$ cat src/rtl/i2c_master_write_sequencer_pkg.sv
`default_nettype none
// ============================================================================
// Module   : i2c_master_write_sequencer_pkg
// Purpose  : Shared I2C definitions for the master write path.
//            - byte-writer command codes
//            - bit-level command codes
//            - write-sequencer state enum
//            - small helpers mapping sequencer states to byte-writer commands
// Revision : 1.0 - initial release
// ============================================================================
package i2c_master_write_sequencer_pkg;

  // Byte-writer commands
  localparam logic [2:0] c_bw_cmd_idle  = 3'b000;
  localparam logic [2:0] c_bw_cmd_start = 3'b001;
  localparam logic [2:0] c_bw_cmd_data  = 3'b011;
  localparam logic [2:0] c_bw_cmd_ack   = 3'b111;
  localparam logic [2:0] c_bw_cmd_nack  = 3'b101;
  localparam logic [2:0] c_bw_cmd_stop  = 3'b100;

  // Bit-level commands used by the bit engine below the byte writer
  localparam logic [2:0] c_bit_cmd_idle  = 3'b000;
  localparam logic [2:0] c_bit_cmd_start = 3'b001;
  localparam logic [2:0] c_bit_cmd_stop  = 3'b010;
  localparam logic [2:0] c_bit_cmd_write = 3'b011;
  localparam logic [2:0] c_bit_cmd_read  = 3'b100;

  // Write-sequencer states
  typedef enum logic [3:0] {
    ST_IDLE     = 4'd0,
    ST_START    = 4'd1,
    ST_ADDR     = 4'd2,
    ST_ADDR_ACK = 4'd3,
    ST_FETCH    = 4'd4,
    ST_DATA     = 4'd5,
    ST_DATA_ACK = 4'd6,
    ST_STOP     = 4'd7,
    ST_DONE     = 4'd8
  } seq_state_t;

  // States in which the byte writer is being driven
  function automatic logic is_bw_state(input seq_state_t s);
    return (s == ST_START) || (s == ST_ADDR) || (s == ST_DATA) || (s == ST_STOP);
  endfunction

  // States in which the slave ACK bit is being sampled
  function automatic logic is_ack_state(input seq_state_t s);
    return (s == ST_ADDR_ACK) || (s == ST_DATA_ACK);
  endfunction

  // Byte-writer command associated with a sequencer state
  function automatic logic [2:0] bw_cmd_for(input seq_state_t s);
    logic [2:0] cmd;
    cmd = c_bw_cmd_idle;
    case (s)
      ST_START:        cmd = c_bw_cmd_start;
      ST_ADDR, ST_DATA: cmd = c_bw_cmd_data;
      ST_STOP:         cmd = c_bw_cmd_stop;
      default:         cmd = c_bw_cmd_idle;
    endcase
    return cmd;
  endfunction

endpackage
`default_nettype wire

$ cat src/rtl/i2c_master_write_sequencer_if.sv
`default_nettype none
// ============================================================================
// Module   : i2c_master_write_sequencer_if
// Purpose  : Bundles the write sequencer's request, data-stream, status,
//            byte-writer and read-bit signals.
// Ports    : none (signal container)
//            modport master - the sequencer side
//            modport slave  - the host / byte-writer / read-bit side
// Revision : 1.0 - initial release
// ============================================================================
interface i2c_master_write_sequencer_if #(
  parameter int LEN_W = 8
);

  // Request handshake
  logic             req_valid;
  logic             req_ready;
  logic [6:0]       req_addr;
  logic [LEN_W-1:0] req_len;

  // Data byte stream
  logic             wr_valid;
  logic             wr_ready;
  logic [7:0]       wr_data;

  // Status
  logic             busy;
  logic             done;
  logic             nack_err;
  logic [LEN_W-1:0] nack_idx;

  // Byte writer
  logic             bw_go;
  logic [2:0]       bw_command;
  logic             bw_data;
  logic             bw_load;
  logic             bw_finish;

  // Read-bit block (slave ACK)
  logic             ack_go;
  logic             ack_finish;
  logic             ack_sda;

  modport master (
    input  req_valid, req_addr, req_len,
    input  wr_valid, wr_data,
    input  bw_load, bw_finish,
    input  ack_finish, ack_sda,
    output req_ready, wr_ready,
    output busy, done, nack_err, nack_idx,
    output bw_go, bw_command, bw_data,
    output ack_go
  );

  modport slave (
    output req_valid, req_addr, req_len,
    output wr_valid, wr_data,
    output bw_load, bw_finish,
    output ack_finish, ack_sda,
    input  req_ready, wr_ready,
    input  busy, done, nack_err, nack_idx,
    input  bw_go, bw_command, bw_data,
    input  ack_go
  );

endinterface
`default_nettype wire

$ cat src/rtl/i2c_master_write_sequencer.sv
`default_nettype none
// ============================================================================
// Module   : i2c_master_write_sequencer
// Purpose  : Transaction controller for the I2C master write path. Sequences
//            START, the address byte, each data byte (with a slave ACK sample
//            after every byte) and STOP through an external byte writer, one
//            bit at a time from an internal shift register.
// Ports    : clock  - single clock, rising edge
//            reset  - synchronous, active-high
//            bus    - i2c_master_write_sequencer_if.master
//                     (request, data stream, status, byte writer, read-bit)
// Revision : 1.0 - initial release
// ============================================================================
module i2c_master_write_sequencer
  import i2c_master_write_sequencer_pkg::*;
#(
  parameter int LEN_W = 8
) (
  input  wire logic                           clock,
  input  wire logic                           reset,
  i2c_master_write_sequencer_if.master        bus
);

  seq_state_t       r_state;
  seq_state_t       w_state_nxt;

  logic [7:0]       r_shreg;
  logic [LEN_W-1:0] r_remaining;
  logic [LEN_W-1:0] r_idx;
  logic             r_nack_err;
  logic [LEN_W-1:0] r_nack_idx;
  logic             r_bw_go;
  logic [2:0]       r_bw_command;
  logic             r_bw_data;
  logic             r_ack_go;

  logic             w_bw_state;
  logic             w_ack_state;
  logic             w_bw_go_nxt;
  logic             w_ack_go_nxt;

  assign w_bw_state  = is_bw_state(r_state);
  assign w_ack_state = is_ack_state(r_state);

  // go drops in the cycle after finish is seen; since finish also moves the
  // state, the next command state starts with go low, which re-arms the
  // byte writer between commands.
  assign w_bw_go_nxt  = w_bw_state && !bus.bw_finish;
  assign w_ack_go_nxt = w_ack_state && !bus.ack_finish;

  // --------------------------------------------------------------------------
  // Next-state logic
  // --------------------------------------------------------------------------
  always_comb begin
    w_state_nxt = r_state;
    case (r_state)
      ST_IDLE:     if (bus.req_valid)  w_state_nxt = ST_START;
      ST_START:    if (bus.bw_finish)  w_state_nxt = ST_ADDR;
      ST_ADDR:     if (bus.bw_finish)  w_state_nxt = ST_ADDR_ACK;
      ST_DATA:     if (bus.bw_finish)  w_state_nxt = ST_DATA_ACK;
      ST_ADDR_ACK,
      ST_DATA_ACK: begin
        if (bus.ack_finish) begin
          if (bus.ack_sda || (r_remaining == '0)) w_state_nxt = ST_STOP;
          else                                    w_state_nxt = ST_FETCH;
        end
      end
      ST_FETCH:    if (bus.wr_valid)   w_state_nxt = ST_DATA;
      ST_STOP:     if (bus.bw_finish)  w_state_nxt = ST_DONE;
      ST_DONE:                         w_state_nxt = ST_IDLE;
      default:                         w_state_nxt = ST_IDLE;
    endcase
  end

  // --------------------------------------------------------------------------
  // State and datapath registers
  // --------------------------------------------------------------------------
  always_ff @(posedge clock) begin
    if (reset) begin
      r_state      <= ST_IDLE;
      r_shreg      <= '0;
      r_remaining  <= '0;
      r_idx        <= '0;
      r_nack_err   <= 1'b0;
      r_nack_idx   <= '0;
      r_bw_go      <= 1'b0;
      r_bw_command <= c_bw_cmd_idle;
      r_bw_data    <= 1'b0;
      r_ack_go     <= 1'b0;
    end else begin
      r_state      <= w_state_nxt;
      r_bw_go      <= w_bw_go_nxt;
      r_bw_command <= w_bw_go_nxt ? bw_cmd_for(r_state) : c_bw_cmd_idle;
      r_ack_go     <= w_ack_go_nxt;

      case (r_state)
        ST_IDLE: begin
          if (bus.req_valid) begin
            r_remaining <= bus.req_len;
            r_idx       <= '0;
            r_shreg     <= {bus.req_addr, 1'b0};
            r_nack_err  <= 1'b0;
            r_nack_idx  <= '0;
          end
        end

        // bw_data is a registered copy of shreg[7]; it only moves on entry
        // to ADDR/DATA or on a load, so it is stable while the writer holds
        // the bit.
        ST_START: begin
          if (bus.bw_finish) r_bw_data <= r_shreg[7];
        end

        ST_ADDR, ST_DATA: begin
          // A load coinciding with finish still shifts; the state advance
          // happens in the same edge through w_state_nxt.
          if (bus.bw_load) begin
            r_shreg   <= {r_shreg[6:0], 1'b0};
            r_bw_data <= r_shreg[6];
          end
        end

        ST_ADDR_ACK, ST_DATA_ACK: begin
          if (bus.ack_finish && bus.ack_sda) begin
            r_nack_err <= 1'b1;
            r_nack_idx <= r_idx;
          end
        end

        ST_FETCH: begin
          if (bus.wr_valid) begin
            r_shreg   <= bus.wr_data;
            r_bw_data <= bus.wr_data[7];
            r_idx     <= r_idx + LEN_W'(1);
            if (r_remaining != '0) r_remaining <= r_remaining - LEN_W'(1);
          end
        end

        default: ;
      endcase
    end
  end

  // --------------------------------------------------------------------------
  // Outputs
  // --------------------------------------------------------------------------
  assign bus.req_ready  = (r_state == ST_IDLE);
  assign bus.wr_ready   = (r_state == ST_FETCH);
  assign bus.busy       = (r_state != ST_IDLE);
  assign bus.done       = (r_state == ST_DONE);
  assign bus.nack_err   = r_nack_err;
  assign bus.nack_idx   = r_nack_idx;
  assign bus.bw_go      = r_bw_go;
  assign bus.bw_command = r_bw_command;
  assign bus.bw_data    = r_bw_data;
  assign bus.ack_go     = r_ack_go;

endmodule
`default_nettype wire

$ cat src/flat_wrapper.sv
// flat-port wrapper written by rule: the top's interface ports become plain ports
module i2c_master_write_sequencer_flat import i2c_master_write_sequencer_pkg::*;
#(
  parameter int LEN_W = 8
)
  (clock, reset, bus_req_valid, bus_req_addr, bus_req_len, bus_wr_valid, bus_wr_data, bus_bw_load, bus_bw_finish, bus_ack_finish, bus_ack_sda, bus_req_ready, bus_wr_ready, bus_busy, bus_done, bus_nack_err, bus_nack_idx, bus_bw_go, bus_bw_command, bus_bw_data, bus_ack_go);
  i2c_master_write_sequencer_if #(.LEN_W(LEN_W)) bus_i ();
  input  wire logic clock;
  input  wire logic reset;
  input wire logic [$bits(bus_i.req_valid)-1:0] bus_req_valid;
  input wire logic [$bits(bus_i.req_addr)-1:0] bus_req_addr;
  input wire logic [$bits(bus_i.req_len)-1:0] bus_req_len;
  input wire logic [$bits(bus_i.wr_valid)-1:0] bus_wr_valid;
  input wire logic [$bits(bus_i.wr_data)-1:0] bus_wr_data;
  input wire logic [$bits(bus_i.bw_load)-1:0] bus_bw_load;
  input wire logic [$bits(bus_i.bw_finish)-1:0] bus_bw_finish;
  input wire logic [$bits(bus_i.ack_finish)-1:0] bus_ack_finish;
  input wire logic [$bits(bus_i.ack_sda)-1:0] bus_ack_sda;
  output wire logic [$bits(bus_i.req_ready)-1:0] bus_req_ready;
  output wire logic [$bits(bus_i.wr_ready)-1:0] bus_wr_ready;
  output wire logic [$bits(bus_i.busy)-1:0] bus_busy;
  output wire logic [$bits(bus_i.done)-1:0] bus_done;
  output wire logic [$bits(bus_i.nack_err)-1:0] bus_nack_err;
  output wire logic [$bits(bus_i.nack_idx)-1:0] bus_nack_idx;
  output wire logic [$bits(bus_i.bw_go)-1:0] bus_bw_go;
  output wire logic [$bits(bus_i.bw_command)-1:0] bus_bw_command;
  output wire logic [$bits(bus_i.bw_data)-1:0] bus_bw_data;
  output wire logic [$bits(bus_i.ack_go)-1:0] bus_ack_go;
  assign bus_i.req_valid = bus_req_valid;
  assign bus_i.req_addr = bus_req_addr;
  assign bus_i.req_len = bus_req_len;
  assign bus_i.wr_valid = bus_wr_valid;
  assign bus_i.wr_data = bus_wr_data;
  assign bus_i.bw_load = bus_bw_load;
  assign bus_i.bw_finish = bus_bw_finish;
  assign bus_i.ack_finish = bus_ack_finish;
  assign bus_i.ack_sda = bus_ack_sda;
  assign bus_req_ready = bus_i.req_ready;
  assign bus_wr_ready = bus_i.wr_ready;
  assign bus_busy = bus_i.busy;
  assign bus_done = bus_i.done;
  assign bus_nack_err = bus_i.nack_err;
  assign bus_nack_idx = bus_i.nack_idx;
  assign bus_bw_go = bus_i.bw_go;
  assign bus_bw_command = bus_i.bw_command;
  assign bus_bw_data = bus_i.bw_data;
  assign bus_ack_go = bus_i.ack_go;
  i2c_master_write_sequencer #(.LEN_W(LEN_W)) u_core (.clock(clock), .reset(reset), .bus(bus_i));
endmodule
$ cat config.mk
export PLATFORM = sky130hd
export DESIGN_NAME = i2c_master_write_sequencer_flat
export DESIGN_NICKNAME = d
export VERILOG_FILES = /design/src/rtl/i2c_master_write_sequencer_pkg.sv /design/src/rtl/i2c_master_write_sequencer_if.sv /design/src/rtl/i2c_master_write_sequencer.sv /design/src/flat_wrapper.sv
export SDC_FILE = /design/constraint.sdc
export NUM_CORES = 1
export LEC_CHECK = 0
export ABC_AREA = 1
export BUFFER_PORTS_ARGS = -buffer_cell sky130_fd_sc_hd__buf_2
export CAP_MARGIN = 30
export CORE_MARGIN = 5
export CORE_UTILIZATION = 58
export DETAILED_ROUTE_END_ITERATION = 12
export HOLD_SLACK_MARGIN = 0.05
export PLACE_DENSITY = 0.84
export SETUP_SLACK_MARGIN = 0.2
export SYNTH_ARGS = -nofsm -noshare
export SYNTH_HDL_FRONTEND = slang
export SYNTH_SLANG_ARGS = --single-unit
$ cat constraint.sdc
create_clock -name clock -period 4.4 [get_ports clock]
set_clock_uncertainty 0.1 [all_clocks]
set_input_delay 0.88 -clock clock [delete_from_list [all_inputs] [get_ports clock]]
set_output_delay 0.88 -clock clock [all_outputs]
set_load 0.03 [all_outputs]
==> qor.yml, run 1 <==
run_status:
  status: "complete, no violations"
floorplanning:
  pin_count: 50
  coreArea_um2: 3970
  die_h_um: 74.0
  start_util: 0.597
  die_area_um2: 5470
  dieWidth_um: 74.0
  std_cell_rows: 23
yosys:
  ys_seq_elements: 43
  synthCells: 362
  synth_top_family_by_area: "simple AND/OR/NAND/NOR gates"
  yosys.area.top_type_share: 0.363
  synth_area_leader_cell: "dfxtp_1"
  syn-num-nets: 396
  yosys_most_used_dff: "dfxtp_1"
  synth_cell_types: 30
  synth_xor_area_frac: 0
  syn_area_per_cell_um2: 6.55
  ys_async_sr_fraction: 0
  synth-adder-area-share: 0.0158
  synth_area_leaders: "dfxtp_1 36%, nand2_1 14%, nand3_1 8.6%"
  synth-edff-count: 0
  synth_area_um2: 2370
  synth_top_cells_by_count: "90 x nand2_1, 47 x nor2_1, 43 x dfxtp_1, 43 x inv_1, 41 x nand3_1"
  yosys.cell_count.top_type: "nand2_1"
  yosysSeqAreaShare: 0.363
  synth_compound_area_frac: 0.102
  muxShareOfSynthArea: 0
  yosys_warnings: 0
  synthSimpleGateAreaFrac: 0.412
detailed_routing:
  drc: 0
  via_count: 2324
  viasPerCell: 5.04
  firstDrtPassIters: 4
  wirelength_um: 5360
  drtIter0Drc: 168
  drtAntennaViolNets: 0
  wl_per_cell_um: 11.6
timing:
  fmax_mhz: 402
  tightest_slew_ps: 466
  finalSetupViolCount: 0
  fin_setup_tns_ps: 0
  post-route-min-period_ps: 2490
  slew_violations: 0
  rsz0062_at_grt: "false"
  timing.final.ws_setup_ps: 1910
  hold_violations: 0
  period_share: 0.565
  maxSlewHeadroom: 0.689
placed_design:
  place.gp.congestion: 0.845
  portBuffers: 49
  dp_hpwl_um: 3990
  placed_area_um2: 2620
  placed_cells: 453
  dp_slack_ps: 2150
worst_setup_path:
  cp-end-kind: "output pin"
  cp-start-kind: "flip-flop"
  cp_slowest_cell: "dfxtp_1"
  r2r.worst_path.cells: 10
  critPathBufInv: 2
  path_delay_family: "flip-flops"
  critical_path_peak_fanout: 21
  reg2reg_slack_ps: 2420
  slowest_delay_ps: 500
  arrival_ps: 1510
  r2r-end: "u_core.r_remaining[6]$_SDFFE_PP0P_"
  critical_path_class: "flip-flop to output pin"
  critical_path_depth: 4
  cp.required_ps: 3420
  worstPathCellList: "nand2_2 > nor2_2 > buf_4 > buf_2"
  r2r-start: "u_core.r_state[2]$_SDFFE_PP0P_"
clock_network:
  cts-root-buf: "clkbuf_8"
  htreeDepth: 2
  hold_buffers: 0
  clk_latency_ps: 290
  clk_pin_slew_ps: 80
  cts_tree: "yes"
  cts_buffers: 5
  cts_resized: 0
  clock-sinks: 43
  cts_setup_buffers: 0
  cts_buffer_depth: 2
layout:
  area_delta_synth_final_pct: 14.6
  diodes: 0
  ff_latch_area_um2: 861
  nets: 444
  fin_area_um2: 2720
  fillers: 366
  drive_gt1_frac: 0.214
  multiInputGateArea_um2: 1260
  fin_cells: 461
global_routing:
  antenna_found_initial: 0
  first_global_vias: 2130
  track_usage: 0.213
  overflow: 0
  grt_max_degree: 22
  grt_pass1_wl_um: 9150
worst_hold_path:
  hold_class: "flip-flop to flip-flop"
  holdPathStages: 2
  worstHoldStart: "u_core.bus.nack_idx[6]$_SDFFE_PP0P_"
  whs_endpoint: "u_core.bus.nack_idx[6]$_SDFFE_PP0P_"
pwr:
  finalPower_w: 0.00175
  power_density_nw_per_um2: 646
  p_leak_nw: 1.34
  vdd_drop_max_uv: 470
run:
  maxCapViolations: 0
## kinds of logic (layout without fill, tap and decap cells)
group / after synthesis / after routing
adder cells (fa/ha/maj): 3 / 3
buffers and inverters: 58 / 107
AO/OA/AOI/OAI: 45 / 45
flip-flops: 43 / 43
AND/OR/NAND/NOR: 213 / 213
## cell type report
class	instances	area share
clock buffers	8	0.0368
well taps	50	0.0230
repair buffers	50	0.0930
flip-flops and latches	43	0.317
inverters	49	0.0677
multi-input cells	261	0.463
## worst max path at each step
stage               slack [ps]                      endpoint                           start
finish                    1910                  bus_wr_ready  u_core.r_state[2]$_SDFFE_PP0P_
global placement          2180  u_core.r_idx[6]$_SDFFE_PP0P_                           reset
detailed placement        2150  u_core.r_idx[6]$_SDFFE_PP0P_                           reset
floorplan                 2180                      bus_done  u_core.r_state[3]$_SDFFE_PP0P_
global route              1830                  bus_wr_ready  u_core.r_state[2]$_SDFFE_PP0P_
CTS                       1920                  bus_wr_ready  u_core.r_state[2]$_SDFFE_PP0P_
## power by group
group	internal [W]	leakage [nW]	switching, W
sequential	0.000472	0.351	0.0000638
clock	0.000143	0.0515	0.000127
combinational	0.000296	0.940	0.000652
total	0.000912	1.34	0.000843
## worst reg2reg max path: stages, from the launching register on
cell and delay [ps]:
dfxtp_1 500, nand2_2 100, nor2_2 120, buf_4 250, nand2_2 110, nand2_4 130
nand2_2 170, inv_1 170, nor2_1 60, nor2_1 100, nor2_1 40
## layer usage
layer / global-route usage / wire length (um)
met3: 0.0459 / 308
met2: 0.355 / 2480
met5: 0 / 0
met4: 0.0704 / 66
met1: 0.273 / 2500
## state kept, by name, indices dropped and copies added (netlist names)
signal	flops
u_core.bus.ack_go	1
u_core.bus.bw_command	3
u_core.bus.bw_data	1
u_core.bus.bw_go	1
u_core.bus.nack_err	1
u_core.bus.nack_idx	8
u_core.r_idx	8
u_core.r_remaining	8
u_core.r_shreg	8
u_core.r_state	4
## through the flow
step	utilization	hold WS, ps
final	0.684	358
after global routing	0.684	371
after CTS	0.684	360
after detailed placement	0.659	349
after global placement	0.659	347
after floorplan	-	351
## placed cells by master (no fill, tap or decap)
cell	n
o211ai_1	1
o21ai_0	14
o21bai_1	1
inv_1	43
nand2_1	90
nand3_2	1
nor2_4	3
clkbuf_8	7
nor2_2	5
a21oi_2	1
nand3_1	41
o21ai_1	3
ha_1	3
nor2_1	47
nor3_2	1
nand3_4	1
buf_4	1
dfxtp_1	43
clkbuf_1	1
a211oi_2	1
nor3b_1	1
nand2_2	10
clkinv_1	1
nand4_1	1
nand2_4	3
or2_1	1
buf_2	49
nor3_1	8
a21oi_1	24
inv_2	5
No activity file was read; power rests on OpenSTA's default activity.
==> run 2: changes to the inputs <==
Settings changed: CORE_UTILIZATION 58 to 54, PLACE_DENSITY 0.84 to 0.79.
Clock period 4.4 ns to 2.38 ns, I/O delays scaled along.
==> run 2 against run 1 <==
Net effect:
- design area rose by 0.41%
- routed wire length fell by 3.8%
- clock power rose by 71%
- die area rose by 6.4%
- total power rose by 82%
- flip-flop and latch count did not move
- critical path depth did not move
- global-route usage fell by 3.3 points
- setup slack got worse by 1600 ps
- count of clock-buffer cells in the layout fell by 2
- combinational power rose by 84%
- largest cell class unchanged
- critical path type unchanged
- sequential power rose by 85%
==> qor.yml, run 2 (synthesis gave the netlist of run 1 again) <==
detailed_routing:
  drtAntennaViolNets: 0  # unchanged
  firstDrtPassIters: 4  # unchanged
  drc: 0  # unchanged
  wl_per_cell_um: 11.1  # was 11.6 um
  viasPerCell: 4.94  # was 5.04
  wirelength_um: 5150  # was 5360 um
  via_count: 2302  # was 2324
  drtIter0Drc: 103  # was 168
layout:
  nets: 447  # was 444
  diodes: 0  # unchanged
  final_cell_mix: "90 x nand2_1, 50 x buf_2, 47 x nor2_1"  # was 90 x nand2_1, 49 x buf_2, 47 x nor2_1
  area_delta_synth_final_pct: 15.0  # was 14.6%
  fin_util: 0.635  # was 0.684
  drive_gt1_frac: 0.220  # was 0.214
  layout_commonest_cell: "nand2_1"  # unchanged
  fillers: 413  # was 366
timing:
  timing.final.ws_setup_ps: 295  # was 1910 ps
  tightest_slew_ps: 355  # was 466 ps
  post-route-min-period_ps: 2090
  hold_violations: 0  # unchanged
  rsz0062_at_grt: "false"  # unchanged
  finalSetupViolCount: 0  # unchanged
  maxSlewHeadroom: 0.763  # was 0.689
  hold_slack_ps: 360  # was 358 ps
  period_share: 0.876
  fmax_mhz: 480
  slew_violations: 0  # unchanged
  fin_setup_tns_ps: 0  # unchanged
floorplanning:
  start_util: 0.552  # was 0.597
  std_cell_rows: 24  # was 23
  pin_count: 50  # unchanged
  die_area_um2: 5820  # was 5470 um2
  dieWidth_um: 76.3  # was 74.0 um
  coreArea_um2: 4290  # was 3970 um2
  die_h_um: 76.3  # was 74.0 um
clock_network:
  htreeDepth: 2  # unchanged
  clock-sinks: 43  # unchanged
  hold_buffers: 0  # unchanged
  cts_tree: "yes"  # unchanged
  cts_setup_buffers: 0  # unchanged
  cts_buffers: 5  # unchanged
  clk_pin_slew_ps: 80  # about the same
  clk_latency_ps: 300  # was 290 ps
  cts-root-buf: "clkbuf_8"  # unchanged
  cts_buffer_depth: 2  # unchanged
worst_setup_path:
  critical_path_class: "flip-flop to output pin"  # unchanged
  worstPathCellList: "nand2_2 > nor2_2 > buf_6 > buf_2"  # was nand2_2 > nor2_2 > buf_4 > buf_2
  setup.worst_path.start: "u_core.r_state[2]$_SDFFE_PP0P_"  # unchanged
  reg2reg_slack_ps: 550  # was 2420 ps
  r2r-start: "u_core.r_state[2]$_SDFFE_PP0P_"  # unchanged
  critical_path_peak_fanout: 10  # was 21
  arrival_ps: 1510  # about the same
  r2r.worst_path.cells: 8  # was 10
  cp-end-kind: "output pin"  # unchanged
  cp-endpoint: "bus_wr_ready"  # unchanged
  cp.required_ps: 1800  # was 3420 ps
  cp_slowest_cell: "dfxtp_1"  # unchanged
  r2r-end: "u_core.bus.nack_idx[7]$_SDFFE_PP0P_"  # was u_core.r_remaining[6]$_SDFFE_PP0P_
  cp-start-kind: "flip-flop"  # unchanged
  slowest_delay_ps: 490  # was 500 ps
global_routing:
  overflow: 0  # unchanged
  met1_usage: 0.235  # was 0.273
  track_usage: 0.180  # was 0.213
  antenna_found_initial: 0  # unchanged
  first_global_vias: 2110  # was 2130
  grt_pass1_wl_um: 8910  # was 9150 um
  met2_usage: 0.282  # was 0.355
  grt_util_met3: 0.0437  # was 0.0459
  grt-busiest-layer: "met2"  # unchanged
  grt_max_degree: 21  # was 22
pwr:
  p_leak_nw: 1.35  # was 1.34 nW
  power_density_nw_per_um2: 1170  # was 646 nW/um2
  vdd_drop_max_uv: 593  # was 470 uV
  finalPower_w: 0.00319  # was 0.00175 W
run_status:
  status: "complete, no violations"  # unchanged
worst_hold_path:
  worstHoldStart: "u_core.bus.nack_idx[3]$_SDFFE_PP0P_"  # was u_core.bus.nack_idx[6]$_SDFFE_PP0P_
  hold_class: "flip-flop to flip-flop"  # unchanged
run:
  maxCapViolations: 0  # unchanged
placed_design:
  dp_hpwl_um: 3830  # was 3990 um
  dp_slack_ps: 541  # was 2150 ps
  place.gp.congestion: 0.858  # was 0.845
  portBuffers: 49  # unchanged
==> run 2: changes by cell type in the layout (fill, tap and decap cells not counted) <==
cell / change
clkinvlp_4: +1
clkinv_2: +1
buf_2: +1
clkbuf_8: -2
buf_6: +1
buf_4: +1
==> run 2: report_power, final <==
| group | leakage [nW] | switching (W) | total, W | internal, W |
|---|---|---|---|---|
| Sequential | 0.351 | 0.000118 | 0.000990 | 0.000873 |
| Clock | 0.0412 | 0.000256 | 0.000461 | 0.000205 |
| Combinational | 0.956 | 0.00118 | 0.00174 | 0.000557 |
==> run 2: worst max-delay path, delay by kind of cell, from the launching register on <==
family | cells | cell delay (ps)
flops | 1 | 490
buf+inv | 2 | 380
simple gates | 2 | 330
==> run 2: cell type report <==
class | instances | area (um2) | share of cell area
flip-flops and latches | 43 | 861 | 0.315
repair buffers | 53 | 277 | 0.101
multi-input cells | 261 | 1260 | 0.461
clock buffers | 6 | 72.6 | 0.0266
inverters | 49 | 184 | 0.0674
clock inverters | 2 | 12.5 | 0.00459
well taps | 52 | 65.1 | 0.0238
==> run 2: through the flow <==
step,cell area (um2),std cells
2_1_floorplan,2370,362
3_3_place_gp,2640,457
3_5_place_dp,2640,457
4_1_cts,2720,465
5_1_grt,2730,466
6_report,2730,466
==> run 2: how the worst min path moves through the flow <==
stage | to | slack, ps | cells past startpoint
after floorplan | u_core.r_shreg[0]$_SDFFE_PP0P_ | 350 | 2
after global placement | u_core.bus.nack_idx[3]$_SDFFE_PP0P_ | 350 | 2
after detailed placement | u_core.bus.nack_idx[3]$_SDFFE_PP0P_ | 350 | 2
after CTS | u_core.bus.ack_go$_SDFF_PP0_ | 360 | 4
after global routing | u_core.bus.nack_idx[6]$_SDFFE_PP0P_ | 390 | 2
final | u_core.bus.nack_idx[3]$_SDFFE_PP0P_ | 360 | 2
==> run 2: routing by layer <==
metal  share of wire  up-vias
met5               0        -
met4           0.020        0
met3           0.056        9
met2            0.45       55
met1            0.48      996
li1                -     1242
==> run 2: timing repair <==
item,CTS,global route
endpoints found under the setup margin,0,1
gates resized for setup,0,1
endpoints found under the hold margin,0,0
==> run 3: changes to the inputs <==
Settings changed: ABC_AREA 1 to unset, ABC_CLOCK_PERIOD_IN_PS set to 2380, RECOVER_POWER set to 50.
==> run 3 against run 2 <==
Net effect:
- via count fell by 5.7%
- core utilization rose by 2.3 points
- die area fell by 3.5%
- non-clock buffer count rose by 6
- critical path depth fell by 1
- sequential share of layout area rose by 0.73 points
- critical path type unchanged
- design area fell by 2.1%
- maximum frequency fell by 6.0%
- global-route usage rose by 2.7 points
- sequential power fell by 1%
- cell count fell by 23%
==> qor.yml, run 3 <==
layout:
  diodes: 0  # unchanged
  fillers: 354  # was 413
  fin_area_um2: 2670  # was 2730 um2
  multiInputGateArea_um2: 1270  # was 1260 um2
  ff_latch_area_um2: 862  # was 861 um2
  layout_commonest_cell: "dfxtp_1"  # was nand2_1
  area_delta_synth_final_pct: 17.3  # was 15.0%
  drive_gt1_frac: 0.196  # was 0.220
  final_cell_mix: "42 x dfxtp_1, 33 x buf_2, 30 x a21oi_1"  # was 90 x nand2_1, 50 x buf_2, 47 x nor2_1
  nets: 344  # was 447
global_routing:
  first_global_vias: 2011  # was 2110
  grt_pass1_wl_um: 9090  # was 8910 um
  antenna_found_initial: 0  # unchanged
  grt_max_degree: 20  # was 21
  overflow: 0  # unchanged
  track_usage: 0.208  # was 0.180
yosys:
  synth_xor_area_frac: 0.0269  # was 0
  synthSimpleGateAreaFrac: 0.239  # was 0.412
  yosysSeqAreaShare: 0.378  # was 0.363
  synth-edff-count: 0  # unchanged
  ys_seq_elements: 43  # unchanged
  yosys_most_used_dff: "dfxtp_1"  # unchanged
  synth_cell_types: 62  # was 30
  syn_area_per_cell_um2: 8.66  # was 6.55 um2
  muxShareOfSynthArea: 0.0143  # was 0
  synth-adder-area-share: 0.0165  # was 0.0158
  syn-num-nets: 297  # was 396
  yosys_warnings: 0  # unchanged
  synth_top_cells_by_count: "43 x dfxtp_1, 30 x a21oi_1, 22 x nand2_1"  # was 90 x nand2_1, 47 x nor2_1, 43 x dfxtp_1, 43 x inv_1, 41 x nand3_1
  yosys.cell_count.top_type: "dfxtp_1"  # was nand2_1
  ys_async_sr_fraction: 0  # unchanged
  synth_compound_area_frac: 0.254  # was 0.102
  synth_area_leaders: "dfxtp_1 38%, a21oi_1 6.6%, a211oi_1 3.6%"  # was dfxtp_1 36%, nand2_1 14%, nand3_1 8.6%
  synth_top_family_by_area: "compound AO/OA/AOI/OAI gates"  # was simple AND/OR/NAND/NOR gates
  synth_area_leader_cell: "dfxtp_1"  # unchanged
  yosys.area.top_type_share: 0.378  # was 0.363
  synthCells: 263  # was 362
  synth_area_um2: 2280  # was 2370 um2
worst_setup_path:
  arrival_ps: 1640  # was 1510 ps
  cp.required_ps: 1800  # about the same
  critical_path_class: "flip-flop to output pin"  # unchanged
  cp-start-kind: "flip-flop"  # unchanged
  critical_path_peak_fanout: 18  # was 10
  reg2reg_slack_ps: 320  # was 550 ps
  cp-end-kind: "output pin"  # unchanged
timing:
  post-route-min-period_ps: 2220  # was 2090 ps
  period_share: 0.932  # was 0.876
  finalSetupViolCount: 0  # unchanged
  fmax_mhz: 451  # was 480 MHz
  maxSlewHeadroom: 0.557  # was 0.763
  rsz0062_at_grt: "true"  # was false
  hold_violations: 0  # unchanged
  tightest_slew_ps: 660  # was 355 ps
  slew_violations: 0  # unchanged
  fin_setup_tns_ps: 0  # unchanged
detailed_routing:
  viasPerCell: 6.01  # was 4.94
  wl_per_cell_um: 15.2  # was 11.1 um
  drtAntennaViolNets: 0  # unchanged
  wirelength_um: 5490  # was 5150 um
  via_count: 2170  # was 2302
  firstDrtPassIters: 4  # unchanged
  drtIter0Drc: 202  # was 103
  drc: 0  # unchanged
pwr:
  power_density_nw_per_um2: 1130  # was 1170 nW/um2
  p_leak_nw: 0.971  # was 1.35 nW
  vdd_drop_max_uv: 593  # about the same
worst_hold_path:
  hold_class: "primary input to flip-flop"  # was flip-flop to flip-flop
floorplanning:
  coreArea_um2: 4060  # was 4290 um2
  pin_count: 50  # unchanged
  dieWidth_um: 74.9  # was 76.3 um
  start_util: 0.561  # was 0.552
  die_area_um2: 5620  # was 5820 um2
  std_cell_rows: 23  # was 24
  die_h_um: 74.9  # was 76.3 um
placed_design:
  place.gp.congestion: 0.839  # was 0.858
  portBuffers: 49  # unchanged
  dp_hpwl_um: 3840  # was 3830 um
  placed_area_um2: 2560  # was 2640 um2
run_status:
  status: "complete, no violations"  # unchanged
clock_network:
  hold_buffers: 0  # unchanged
  clk_pin_slew_ps: 80  # about the same
  clock-sinks: 43  # unchanged
  htreeDepth: 2  # unchanged
  cts_tree: "yes"  # unchanged
  cts_buffers: 5  # unchanged
  cts-root-buf: "clkbuf_8"  # unchanged
  clk_latency_ps: 290  # was 300 ps
  cts_buffer_depth: 2  # unchanged
run:
  maxCapViolations: 0  # unchanged
-- run 3: per-layer routing --
metal	vias up	wire (um)	global-route usage
met5	-	0	0
met4	0	79	0.0711
met3	7	306	0.0320
met2	66	2640	0.348
met1	1011	2460	0.271
li1	1086	-	-
-- run 3: power by group --
part           total (W)  switching [W]  internal [W]
sequential      0.000980       0.000120      0.000861
combinational    0.00137       0.000845      0.000524
clock           0.000667       0.000248      0.000419
total            0.00302        0.00121       0.00180
-- run 3: final cells by class --
class                           instances  area share
Clock buffer                            6      0.0272
Timing Repair Buffer                   59       0.111
Inverter                               11      0.0173
Clock inverter                          2      0.0225
Multi-Input combinational cell        190       0.476
Tap cell                               50      0.0234
Sequential cell                        43       0.323
-- run 3: path summary, 6_finish.rpt --
path,start,to,cells after the start
min,bus_ack_finish,u_core.bus.ack_go$_SDFF_PP0_,2
max reg2reg,u_core.r_state[1]$_SDFFE_PP0P_,u_core.bus.nack_idx[5]$_SDFFE_PP0P_,6
max,u_core.r_state[1]$_SDFFE_PP0P_,bus_wr_ready,3
min reg2reg,u_core.r_idx[7]$_SDFFE_PP0P_,u_core.bus.nack_idx[7]$_SDFFE_PP0P_,2
-- run 3: cell families after synthesis --
| group | count (synthesis) |
|---|---|
| AOI/OAI and AO/OA | 84 |
| and+or+nand+nor | 93 |
| DFF | 43 |
| xor gates and xnor gates | 7 |
| muxes | 3 |
| buffers and inverters | 30 |
| adders and majority gates | 3 |
-- run 3: stage by stage --
step / util / hold WS, ps / std cells / power, W / setup WS [ps]
after floorplan: - / 340 / 263 / 0.00209 / 243
after global placement: 0.631 / 354 / 353 / 0.00233 / 392
after detailed placement: 0.631 / 361 / 353 / 0.00236 / 346
after CTS: 0.665 / 269 / 361 / 0.00304 / 215
after global routing: 0.658 / 289 / 361 / 0.00323 / 94.9
final: 0.658 / 277 / 361 / 0.00302 / 161
-- run 3: timing repair --
action                                  CTS  global route
pin swaps                                 0             0
gates cloned                              0             0
setup buffers                             0             0
resized for setup                         3             2
endpoints found under the setup margin    1             2
-- run 3: worst max-delay path, cell delays in order (launching register included) --
cell and delay (ps):
dfxtp_1 400, or4b_1 590, inv_6 170, buf_4 180
